<file path="src/rtl/instr_exec_unit.sv">
// instr_exec_unit: single-cycle fetch/execute stage with 4x8 register file, HALT/RESUME FSM and PC stall; CARRY_FLAG_EN enables the C flag
module instr_exec_unit (
   input  logic       CLK,
   input  logic       RST,
   input  logic [7:0] INSTR,
   input  logic       STALL,
   input  logic       RESUME,
   output logic       JMP,
   output logic [1:0] JMP_OFFSET,
   output logic [7:0] OUT_DATA,
   output logic       OUT_VALID,
   output logic       HALTED,
   output logic       FLAG_Z,
   output logic       FLAG_C
);
   typedef enum logic {RUN, HALT} state_t;
   state_t state, state_n;
   logic [7:0] r [4];
   logic [1:0] op, rd, rs, rt;
   logic [7:0] res, wd, od_n;
   logic       we, jmp_n, ov_n, z_n, c_ok, taken;
   logic [1:0] off_n;
   assign op = INSTR[7:6];
   assign rd = INSTR[5:4];
   assign rs = INSTR[3:2];
   assign rt = INSTR[1:0];
   assign HALTED = (state == HALT);
`ifdef CARRY_FLAG_EN
   logic c_q, c_n, carry;
   assign {carry, res} = {1'b0, r[rs]} + {1'b0, r[rt]};
   assign c_ok = c_q;
   assign FLAG_C = c_q;
`else
   assign res = r[rs] + r[rt];
   assign c_ok = 1'b0;
   assign FLAG_C = 1'b0;
`endif
   assign taken = (rd == 2'b00) | ((rd == 2'b01) & FLAG_Z) | ((rd == 2'b10) & c_ok);
   // next-state and next-output decode; HALT and STALL both hold the PC with offset 11
   always_comb begin
      state_n = state;
      jmp_n   = 1'b0;
      off_n   = 2'b00;
      ov_n    = 1'b0;
      od_n    = OUT_DATA;
      we      = 1'b0;
      wd      = 8'h00;
      z_n     = FLAG_Z;
`ifdef CARRY_FLAG_EN
      c_n     = c_q;
`endif
      if (state == HALT) begin
         state_n = RESUME ? RUN : HALT;
         jmp_n   = RESUME ? STALL : 1'b1;
         off_n   = RESUME ? {2{STALL}} : 2'b11;
      end else if (STALL) begin
         jmp_n = 1'b1;
         off_n = 2'b11;
      end else begin
         case (op)
            2'b00: begin
               we = 1'b1;
               wd = {4'b0, INSTR[3:0]};
            end
            2'b01: begin
               we  = 1'b1;
               wd  = res;
               z_n = (res == 8'h00);
`ifdef CARRY_FLAG_EN
               c_n = carry;
`endif
            end
            2'b10: begin
               ov_n = 1'b1;
               od_n = r[rt];
            end
            default: begin
               state_n = (rd == 2'b11) ? HALT : RUN;
               jmp_n   = (rd == 2'b11) | taken;
               off_n   = (rd == 2'b11) ? 2'b11 : (taken ? rt : 2'b00);
            end
         endcase
      end
   end
   // FSM state register
   always_ff @(posedge CLK or posedge RST) begin
      if (RST) state <= RUN;
      else     state <= state_n;
   end
   // datapath and registered outputs
   always_ff @(posedge CLK or posedge RST) begin
      if (RST) begin
         for (int i = 0; i < 4; i++) r[i] <= 8'h00;
         JMP        <= 1'b0;
         JMP_OFFSET <= 2'b00;
         OUT_DATA   <= 8'h00;
         OUT_VALID  <= 1'b0;
         FLAG_Z     <= 1'b0;
`ifdef CARRY_FLAG_EN
         c_q        <= 1'b0;
`endif
      end else begin
         if (we) r[rd] <= wd;
         JMP        <= jmp_n;
         JMP_OFFSET <= off_n;
         OUT_DATA   <= od_n;
         OUT_VALID  <= ov_n;
         FLAG_Z     <= z_n;
`ifdef CARRY_FLAG_EN
         c_q        <= c_n;
`endif
      end
   end
endmodule

</file>
<file path="config.mk">
export PLATFORM = sky130hd
export DESIGN_NAME = instr_exec_unit
export DESIGN_NICKNAME = d
export VERILOG_FILES = /design/src/rtl/instr_exec_unit.sv
export SDC_FILE = /design/constraint.sdc
export NUM_CORES = 1
export LEC_CHECK = 0
export BUFFER_PORTS_ARGS = -buffer_cell sky130_fd_sc_hd__buf_4
export CAP_MARGIN = 20
export CORE_ASPECT_RATIO = 0.6
export CORE_MARGIN = 2
export CORE_UTILIZATION = 45
export CTS_CLUSTER_DIAMETER = 120
export DETAILED_ROUTE_END_ITERATION = 10
export GPL_ROUTABILITY_DRIVEN = 0
export PLACE_DENSITY = 0.68
export SYNTH_ARGS = -nofsm -noshare
export SYNTH_HDL_FRONTEND = slang
export SYNTH_SLANG_ARGS = --single-unit
</file>
<file path="constraint.sdc">
create_clock -name CLK -period 3.4 [get_ports CLK]
set_input_delay 0.34 -clock CLK [delete_from_list [all_inputs] [get_ports CLK]]
set_output_delay 0.34 -clock CLK [all_outputs]
set_load 0.01 [all_outputs]
</file>
After elaboration in Yosys (flattened, before gate mapping) --
Index checks and enable logic that the tools add are counted.
Word-level totals: memories kept 0, input bits 12, memory bits (read-only) 0, register bits 46, latch bits 0, RAM bits 0
Cells by class: reduce and logical (&&, ||, !) cells 8, equal/unequal tests 4, div/mod/pow operators 0, $mul 0, shift-type cells 0, add/sub/neg operators 1, $lt $le $gt $ge 4, muxes and demuxes 33, bitwise gates (word level) 8
Operators with widths (number):
- 2-to-1 mux 8 bit | 7
- binary-select mux 8 bit (select 2 bit) | 2
- bitwise mux 32 bit | 1
- demux 8 bit (select 2 bit) | 1
- case mux 8 bit (2 select lines) | 1
- 2-to-1 mux 1 bit | 15
- 2-to-1 mux 2 bit | 6
- greater-or-equal comparator 3 bit, second input constant | 3
- inverter 2 -> 3 bit | 3
- adder 8 bit | 1
- logical NOT 8 bit | 1
- AND reduction 3 bit | 2
- == test 2 x 1 -> 1 bit, second input constant | 2
- == test 2 bit, second input constant | 2
- logical NOT 2 bit | 2
- < comparator 3 x 1 -> 1 bit, second input constant | 1
- OR reduction 3 bit | 1
- inverter 1 bit | 2
- OR 1 bit | 2
- OR reduction 2 bit | 1
- bitwise AND 1 bit | 1
- logical AND 1 bit | 1

Longest topological paths before layout --
Gate-level depths: netlist of run 1.
word-level depth 9, gate-level depth with buffers 10

Least setup slack after synthesis of run 1 --
No wires, ideal clock.
path kind input -> register, from in INSTR[0], to reg r[30] (netlist bit), data arrival time 2595 ps, slack 681 ps, data required time 3275 ps, stages on the path 10, path through buf_6 mux4_1 ha_1 fa_1 a21o_1 nand4_1 o211ai_1 xnor2_1 nor2_1 mux2_2
Between the ends: cells in the longest elaborated chain, start to end 9
Ends and longest elaborated chain:
- from (decl) | RTL line 5 | input logic [7:0] INSTR,
- inverter 2 -> 3 bit (implied by the code) | RTL line 34 | assign res = r[rs] + r[rt];
- binary-select mux 8 bit (select 2 bit) | RTL line 34
- 2-to-1 mux 8 bit (implied by the code) (2 in a row) | RTL line 34
- adder 8 bit | RTL line 34
- case mux 8 bit (2 select lines) | RTL line 60 | case (op)
- 2-to-1 mux 8 bit | RTL line 56 | end else if (STALL) begin
- 2-to-1 mux 8 bit | RTL line 52 | if (state == HALT) begin
- bitwise mux 32 bit | RTL line 103 | if (we) r[rd] <= wd;
- to (signal, indexed assignment) | RTL line 103
- to (decl) | RTL line 18 | logic [7:0] r [4];
No other way between the ends. The select of a mux whose other input is x is not followed. A chain may end at the register's enable or synchronous reset.

Worst setup path in the final report of run 1 --
from reg r[24] (netlist bit), to reg FLAG_Z
Between the ends: cells in the longest elaborated chain, start to end 5
Ends and longest elaborated chain:
- binary-select mux 8 bit (select 2 bit) | RTL line 34
- 2-to-1 mux 8 bit (implied by the code) (2 in a row) | RTL line 34
- adder 8 bit (*) | RTL line 34
- logical NOT 8 bit (*) | RTL line 68 | z_n = (res == 8'h00);
- to (signal assigned) | RTL line 108 | FLAG_Z <= z_n;
- to (decl) | RTL line 13 | output logic FLAG_Z,
Mark *: on every way between the ends. The rest lies on a longest branch, timed or not. The select of a mux whose other input is x is not followed.

==> results of run 1 <==
## metal layers
layer  wire length, µm  up-vias  share of wire  GRT usage
li1                  -      798              -          -
met1              2960      882           0.51      0.316
met2              2450       70           0.42      0.258
met3               361        2          0.062     0.0631
met4                15        0         0.0026     0.0270
met5                 0        -              0          0
## Yosys cell counts, drive strengths merged, types with 2 or more instances
library cell	number	area [µm²]
a21o	3	22.5
a21oi	4	20.0
a22o	2	17.5
and3	2	12.5
buf	6	43.8
clkbuf	5	20.0
dfrtp	46	1150
ha	7	87.6
inv	7	26.3
mux2	24	270
mux2i	3	30.0
mux4	16	387
nand2	19	71.3
nand3	7	35.0
nand4	2	12.5
nor2	11	41.3
nor2b	4	25.0
o21ai	4	20.0
o31ai	9	72.6
xnor2	7	61.3
## cell usage in the layout (no fill, tap or decap), types with 2 or more instances in the layout
master and instances:
mux4_1 7, a21oi_1 4, xnor2_1 7, nand4_1 2, inv_1 6, nand2_1 19, ha_1 7, o31ai_1 8
nand3_1 7, nor2_1 11, mux4_2 9, buf_4 25, dfrtp_1 46, a21o_1 3, and3_1 2, nor2b_1 4
clkbuf_8 6, a22o_1 2, mux2_2 24, o21ai_0 4, mux2i_1 3
## how the worst min path moves through the flow
stage | startpoint | to | slack, ns | cells after the start
3_5_place_dp | r[6] | r[6] | 0.49 | 2
3_3_place_gp | r[19] | r[19] | 0.48 | 2
6_report | RESUME | HALTED | 0.31 | 3
2_1_floorplan | r[11] | r[11] | 0.46 | 2
4_1_cts | RST | JMP | 0.31 | 2
5_1_grt | RESUME | HALTED | 0.33 | 3
## logic make-up after synthesis
group | count (synthesis) | synth area share
DFF | 46 | 0.451
muxes | 43 | 0.269
other | 1 | 0.00147
buffers and inverters | 18 | 0.0353
AOI/OAI and AO/OA | 29 | 0.0813
and+or+nand+nor | 50 | 0.0965
xor gates and xnor gates | 7 | 0.0240
adders and majority gates | 8 | 0.0421
## flip-flops by register name, summed over array words and instances, names as in the netlist
name,cells
r,32
OUT_DATA,8
JMP_OFFSET,2
FLAG_Z,1
HALTED,1
JMP,1
OUT_VALID,1
## metrics by stage
stage          hold WS, ns  area, µm²  std cells  worst slack (ns)
6_report             0.308       2890        295             0.578
5_1_grt              0.328       2890        295             0.451
4_1_cts              0.306       2860        293             0.648
3_5_place_dp         0.487       2770        285             0.429
3_3_place_gp         0.477       2770        285             0.475
2_1_floorplan        0.457       2550        202             0.681
## where the power goes
| group | internal, mW | leakage [nW] | switching [mW] |
|---|---|---|---|
| Combinational | 0.229 | 0.708 | 0.221 |
| Sequential | 0.637 | 0.616 | 0.0665 |
| Clock | 0.164 | 0.0482 | 0.183 |
| Total | 1.03 | 1.37 | 0.471 |
## timing repair
| action | CTS | global route |
|---|---|---|
| endpoints found under the setup margin | 0 | 0 |
| endpoints found under the hold margin | 0 | 2 |
| buffers inserted | 0 | 0 |
| hold buffers | 0 | 1 |
## worst max-delay path, stage by stage, from the launching register on
cell     delay [ns]
dfrtp_1        0.40
mux4_1         0.53
ha_1           0.25
fa_1           0.41
a21o_1         0.19
a21oi_1        0.18
xnor2_1        0.12
nor4_1         0.43
a32o_1         0.24
## area by class of cell
class | count | area [µm²]
Clock buffer | 7 | 86.3
Clock inverter | 1 | 5.00
Fill cell | 478 | 2630
Inverter | 7 | 26.3
Multi-Input combinational cell | 138 | 1310
Sequential cell | 46 | 1150
Tap cell | 69 | 86.3
Timing Repair Buffer | 27 | 218
==> run metrics, run 1 <==
status finished clean; Crit Path Max Fanout 3; share of post-route cells with drive strength above 1 0.310; CP Launch Point r[24]; Die ar. around 0.0063 mm²; Clock transition at path regs roughly 0.09 ns; Mean Syn Cell Area 12.6 µm²; VDD IR max between 0.3 and 0.4 mV; count of pins over their slew limit 0; H-tree depth 2; CTS tree done; die width just over 100 µm; Post-synth top flop dfrtp_1; global-route wire length before repair between 9000 and 10000 µm; setup repair after global routing missed its margin no; setup_tns 0 ns; max_slew headroom 0.426; Reg2Reg Depth 8; DIE HEIGHT about 62 µm; R2R Path Start r[24]; final setup skew ~0.0063 ns; pwr/cell area about 520 mW/mm²; async set-reset flop share out of synthesis 1.00; WL per Instance around 20 µm; fmax about 0.35 GHz; Initial DRC Count 84; max-cap violation count 0; crit path capture type register; antenna violations before repair 0; Post-CTS Resized 0; clock tree buffer depth 2; register area share after synthesis 0.451; fin util 0.523; flops & latches, synth 46; Crit Path Class register to register; reg2reg end FLAG_Z; initial core utilization 0.463; Initial DRT Pass Iterations 4; Overflow after GRT 0; Worst Setup Start Kind register; Area Growth Syn to Fin 13.0%; crit path to FLAG_Z; Final Routed Wirelength between 5000 and 6000 µm; total power ~1.5 mW; vias per cell 5.94; core area roughly 0.0055 mm²; FP Rows 21; Worst EP arrival roughly 3.1 ns; Clk Latency, worst-skew pair just under 0.3 ns; synthesized net count about 220; clk sinks between 40 and 50; Netlist cell types 40; Final #Nets roughly 250; worst hold path type input pin to register; Ys Warns 0; Fin. Hold Viols 0; port bufs 25; Ant. Diodes 0; Post-synth EDFFs 0; GRT Total Usage 0.195; setup violators final 0; DP HPWL roughly 4200 µm; number of remaining DRC errors 0; Worst Tran Pin Value between 0.8 and 0.9 ns; largest net degree at the start of global routing 47; R2R Setup Slk 0.58 ns; Static Leak between 1 and 1.5 nW; via count 1752; Antenna Violating Nets Remaining 0; Cells after Synth between 200 and 250; number of global-route vias before repair ~1700; I/O pin count 27; CP Data Required Time roughly 3.6 ns; period utilization 0.830; post-route minimum period between 2 and 3 ns; TritonCTS buffer count 5; CTS root buf clkbuf_8; Synth Cell Area between 0.002 and 0.003 mm²
No activity file was read; power rests on OpenSTA's default activity.
==> run 2: changes to the inputs <==
==> constraint.sdc (replaced) <==
create_clock -name CLK -period 2.9 [get_ports CLK]
set_input_delay 0.29 -clock CLK [delete_from_list [all_inputs] [get_ports CLK]]
set_output_delay 0.29 -clock CLK [all_outputs]
set_load 0.01 [all_outputs]
==> run 2 against run 1 <==
Sequential power increased by 16%. Critical path type unchanged. Register-to-register slack got worse by 0.43 ns. Utilization is 0.34 points higher. Critical path depth is the same.
==> run metrics, run 2 (synthesized netlist as in run 1, its figures left out) <==
setup violators final 0; number of remaining DRC errors 0; pre-CTS setup slack -0.0137 ns; Antenna Violating Nets Remaining 0; WL per Instance 18.8 µm; pwr/cell area 618 mW/mm²; Initial DRC Count roughly 130; period utilization 0.947; Logic pwr share 0.294; antenna violations before repair 0; Reg area roughly 0.0012 mm²; DR top layer met4; largest registers r: 32 flops, OUT_DATA: 8 flops, JMP_OFFSET: 2 flops; Worst EP arrival approximately 3.0 ns; CP Data Required Time 3.13 ns; Seq pwr share 0.455; share of post-route cells with drive strength above 1 0.325; vias per cell around 5.7; DP HPWL 4070 µm; post-route minimum period around 2.7 ns; I/O pin count 27; core area ~0.0055 mm²; Clock transition at path regs roughly 0.080 ns; Area Growth Syn to Fin 13.7%; fmax 0.364 GHz; clk sinks 46; Static Leak approximately 1.4 nW; max reg flops 32; CTS tree done; count of pins over their slew limit 0; Final #Nets 247; Worst Setup Start Kind register; Clk Latency, worst-skew pair 0.29 ns; Met1 Wirelength a little under 3000 µm; GRT Total Usage 0.191; Ant. Diodes 0; met3 wire len 467 µm; H-tree depth 2; CTS root buf clkbuf_8; status finished clean; most frequent cells in the layout 46 x dfrtp_1, 29 x buf_4, 24 x mux2_2; CTS Hold Bufs 0; FP Rows 21; via count approximately 1700; DIE HEIGHT about 62 µm; Fin. Hold Viols 0; Crit Path Class register to register; number of global-route vias before repair 1657; Post-CTS Resized 0; area of the multi-input gates between 0.001 and 0.0015 mm²; Die ar. 0.00632 mm²; internal power around 1.3 mW; Worst Tran Pin Value roughly 0.97 ns; crit path capture type register; Initial DRT Pass Iterations 4; Psw between 0.5 and 0.6 mW; final setup skew approximately 0.0036 ns; Crit Path Max Fanout 3; clock power share 0.251; worst hold path type input pin to asynchronous set/reset pin; Overflow after GRT 0; final worst setup slack 0.152 ns; commonest non-fill, non-tap cell in the layout dfrtp_1; largest net degree at the start of global routing 47; port bufs 25; TritonCTS buffer count 5; global-route wire length before repair roughly 9000 µm; Final Routed Wirelength about 5600 µm; setup repair after global routing missed its margin no; initial core utilization 0.463; Fillers slightly below 500; fin util 0.527; max_slew headroom 0.351; Largest Register r; switch share 0.297; VDD IR max ~0.3 mV; max-cap violation count 0; met2 wire length ~2200 µm; die width between 100 and 150 µm; clock tree buffer depth 2; setup bufs post-CTS 0
==> run 2: changes by cell type in the layout (fill, tap and decap cells not counted), sizes merged <==
| cell | delta |
|---|---|
| dlygate4sd3 | -1 |
| clkbuf | +1 |
| buf | +3 |
| clkinv | -1 |
==> run 2: path summary, 6_finish.rpt <==
path / endpoint / startpoint / cells past startpoint / slack [ns]
max: FLAG_Z / r[8] / 8 / 0.15
min: JMP_OFFSET[0] / RST / 2 / 0.20
max reg2reg: FLAG_Z / r[8] / 8 / 0.15
min reg2reg: r[15] / r[15] / 2 / 0.51
max in group asynchronous: r[23] / RST / 2 / 2.07
min in group CLK: HALTED / RESUME / 3 / 0.27
==> run 2: layer usage <==
| layer | vias up | track usage |
|---|---|---|
| li1 | 796 | - |
| met1 | 836 | 0.320 |
| met2 | 61 | 0.238 |
| met3 | 2 | 0.0574 |
| met4 | 0 | 0.0355 |
| met5 | - | 0 |
==> run 2: layout make-up <==
cell class / count / area share
well taps: 69 / 0.0297
repair buffers: 29 / 0.0749
clock buffers: 8 / 0.0379
flip-flops and latches: 46 / 0.396
multi-input cells: 138 / 0.452
inverters: 7 / 0.00904
==> run 2: through the flow <==
stage | cell area (µm²) | setup TNS, ns | hold WS (ns) | instances | power [mW]
final | 2910 | 0 | 0.203 | 297 | 1.79
after global placement | 2800 | 0 | 0.486 | 289 | 1.35
after detailed placement | 2800 | -0.0137 | 0.490 | 289 | 1.35
after global routing | 2910 | 0 | 0.256 | 297 | 1.90
after CTS | 2910 | 0 | 0.251 | 297 | 1.81
after floorplan | 2550 | 0 | 0.449 | 202 | 1.18
==> run 2: worst max-delay path: stages, from the launching register on <==
cell and delay, ns:
dfrtp_1 0.40, mux4_1 0.55, ha_1 0.25, fa_1 0.41, a21o_1 0.19, a21oi_1 0.18
xnor2_1 0.13, nor4_1 0.35, a32o_1 0.21
==> run 2: power by group through the flow <==
| stage | Combinational (mW) | Clock [mW] | Sequential, mW |
|---|---|---|---|
| after CTS | 0.529 | 0.464 | 0.816 |
| final | 0.528 | 0.450 | 0.817 |
| after floorplan | 0.361 | 0 | 0.821 |
| after detailed placement | 0.525 | 0 | 0.829 |
| after global routing | 0.582 | 0.491 | 0.830 |
| after global placement | 0.519 | 0 | 0.827 |
==> run 3: changes to the inputs <==
--- a/config.mk
+++ b/config.mk
@@ -8,8 +8,8 @@
 export BUFFER_PORTS_ARGS = -buffer_cell sky130_fd_sc_hd__buf_4
 export CAP_MARGIN = 20
 export CORE_ASPECT_RATIO = 0.6
-export CORE_MARGIN = 2
 export CORE_UTILIZATION = 45
+export CTS_BUF_LIST = sky130_fd_sc_hd__clkbuf_4 sky130_fd_sc_hd__clkbuf_8
 export CTS_CLUSTER_DIAMETER = 120
 export DETAILED_ROUTE_END_ITERATION = 10
 export GPL_ROUTABILITY_DRIVEN = 0
==> constraint.sdc (replaced) <==
create_clock -name CLK -period 2.9 [get_ports CLK]
set_input_delay 0.435 -clock CLK [delete_from_list [all_inputs] [get_ports CLK]]
set_output_delay 0.435 -clock CLK [all_outputs]
set_load 0.01 [all_outputs]
==> run 3 against run 2 <==
First-iteration DRC count is 21% higher. Worst hold slack got worse by 0.12 ns. Non-clock buffer count is 6 higher. Design area is 1.6% higher. Final cell count is 1.0% higher. Largest cell class unchanged. Critical endpoint unchanged. Sequential power is 0.6% higher. Fmax grew 2.6%. Combinational power is 7.0% higher. Critical path type unchanged.
==> run metrics, run 3 (synthesized netlist as in run 1, its figures left out) <==
crit path to FLAG_Z; Ant. Diodes 0; post-route minimum period about 2.7 ns; setup violators final 0; WL per Instance around 20 µm; largest registers r: 32 flops, OUT_DATA: 8 flops, JMP_OFFSET: 2 flops; final setup skew 0.0120 ns; FP Rows 20; R2R Setup Slk around 0.22 ns; Fillers roughly 470; max_slew headroom 0.546; crit path capture type register; vias per cell around 6; Worst EP arrival around 3 ns; clock tree buffer depth 2; GRT Total Usage 0.228; number of remaining DRC errors 0; port bufs 25; pre-CTS setup slack -0.0727 ns; Worst Tran Pin Value slightly below 0.7 ns; max reg flops 32; CP Launch Point r[8]; CP Data Required Time roughly 3.1 ns; most frequent cells in the layout 46 x dfrtp_1, 34 x buf_4, 24 x mux2_2; met3 wire len roughly 530 µm; count of pins over their slew limit 0; max-cap violation count 0; setup repair after global routing missed its margin no; fmax roughly 0.37 GHz; Antenna Violating Nets Remaining 0; reg2reg end FLAG_Z; VDD IR max 0.272 mV; TritonCTS buffer count 5; Reg area 0.00115 mm²; largest net degree at the start of global routing 47; Met1 Wirelength between 3000 and 4000 µm; Reg2Reg Depth 8; initial core utilization 0.486; Worst Setup Start Kind register; Fin. Hold Viols 0; CTS root buf clkbuf_8; Crit Path Class register to register; number of global-route vias before repair 1744; final worst setup slack about 0.22 ns; H-tree depth 2; fin util 0.561; share of post-route cells with drive strength above 1 0.346; global-route wire length before repair 9820 µm; status finished clean; die width between 90 and 100 µm; CTS tree done; period utilization 0.924; setup bufs post-CTS 0; Die ar. around 0.0060 mm²; Clk Latency, worst-skew pair 0.30 ns; Static Leak between 1 and 1.5 nW; Clock transition at path regs around 0.09 ns; DP HPWL 4200 µm; Initial DRT Pass Iterations 4; DIE HEIGHT ~60 µm; area of the multi-input gates between 0.001 and 0.0015 mm²; R2R Path Start r[8]; Initial DRC Count ~150; Largest Register r; clk sinks 46; Crit Path Max Fanout 3; core area about 0.0053 mm²; via count approximately 1800; Overflow after GRT 0; I/O pin count 27; commonest non-fill, non-tap cell in the layout dfrtp_1; Final #Nets about 250; met2 wire length about 2400 µm; antenna violations before repair 0; DR top layer met4; Area Growth Syn to Fin 15.5%; Final Routed Wirelength ~6000 µm; worst hold path type input pin to asynchronous set/reset pin; pwr/cell area 613 mW/mm²
==> run 3: cell count changes in the layout (fill, tap and decap cells not counted) <==
| cell | before | now |
|---|---|---|
| nor4_2 | 0 | 1 |
| clkbuf_4 | 0 | 1 |
| buf_12 | 0 | 1 |
| buf_4 | 29 | 34 |
| nor4_1 | 1 | 0 |
| clkinv_2 | 0 | 1 |
| clkbuf_8 | 8 | 6 |
==> run 3: per-layer routing <==
metal,vias to the layer above,GRT usage
met1,907,0.360
met4,0,0.0546
met2,81,0.313
met5,-,0
li1,812,-
met3,4,0.0553
==> run 3: metrics by stage <==
step / power [mW] / hold slack (ns) / cell area (µm²) / cells / setup TNS, ns
floorplan: 1.18 / 0.457 / 2550 / 202 / 0
global placement: 1.37 / 0.477 / 2830 / 291 / -0.0299
detailed placement: 1.38 / 0.482 / 2830 / 291 / -0.0727
CTS: 1.80 / 0.390 / 2920 / 299 / 0
global route: 1.91 / 0.0822 / 2950 / 300 / 0
finish: 1.81 / 0.0822 / 2950 / 300 / 0
==> run 3: power breakdown <==
part | internal [mW] | switching (mW)
logic | 0.291 | 0.275
registers | 0.746 | 0.0755
clock network | 0.202 | 0.220
total | 1.24 | 0.570
==> run 3: how the worst min path moves through the flow <==
stage / to / slack, ns / depth (start not counted)
detailed placement: r[15] / 0.48 / 2
global route: r[7] / 0.08 / 2
floorplan: r[11] / 0.46 / 2
CTS: HALTED / 0.39 / 3
finish: r[7] / 0.08 / 2
global placement: r[19] / 0.48 / 2
==> run 3: worst max-delay path, cell delays in order (launching register included) <==
cell and delay [ns]:
dfrtp_1 0.41, mux4_1 0.53, ha_1 0.24, fa_1 0.41, a21o_1 0.19, a21oi_1 0.17, xnor2_1 0.13, nor4_2 0.34
a32o_1 0.21
==> run 3: what timing repair did <==
action / in CTS / in global routing
gates resized for setup: 0 / 1
hold buffers: 0 / 0
setup endpoints to repair: 0 / 1
==> run 3: area by class of cell <==
cell class,count,area share
Tap cell,66,0.0280
Timing Repair Buffer,35,0.0933
Clock inverter,1,0.00170
Sequential cell,46,0.390
Multi-Input combinational cell,138,0.447
Clock buffer,7,0.0305
Inverter,7,0.00891
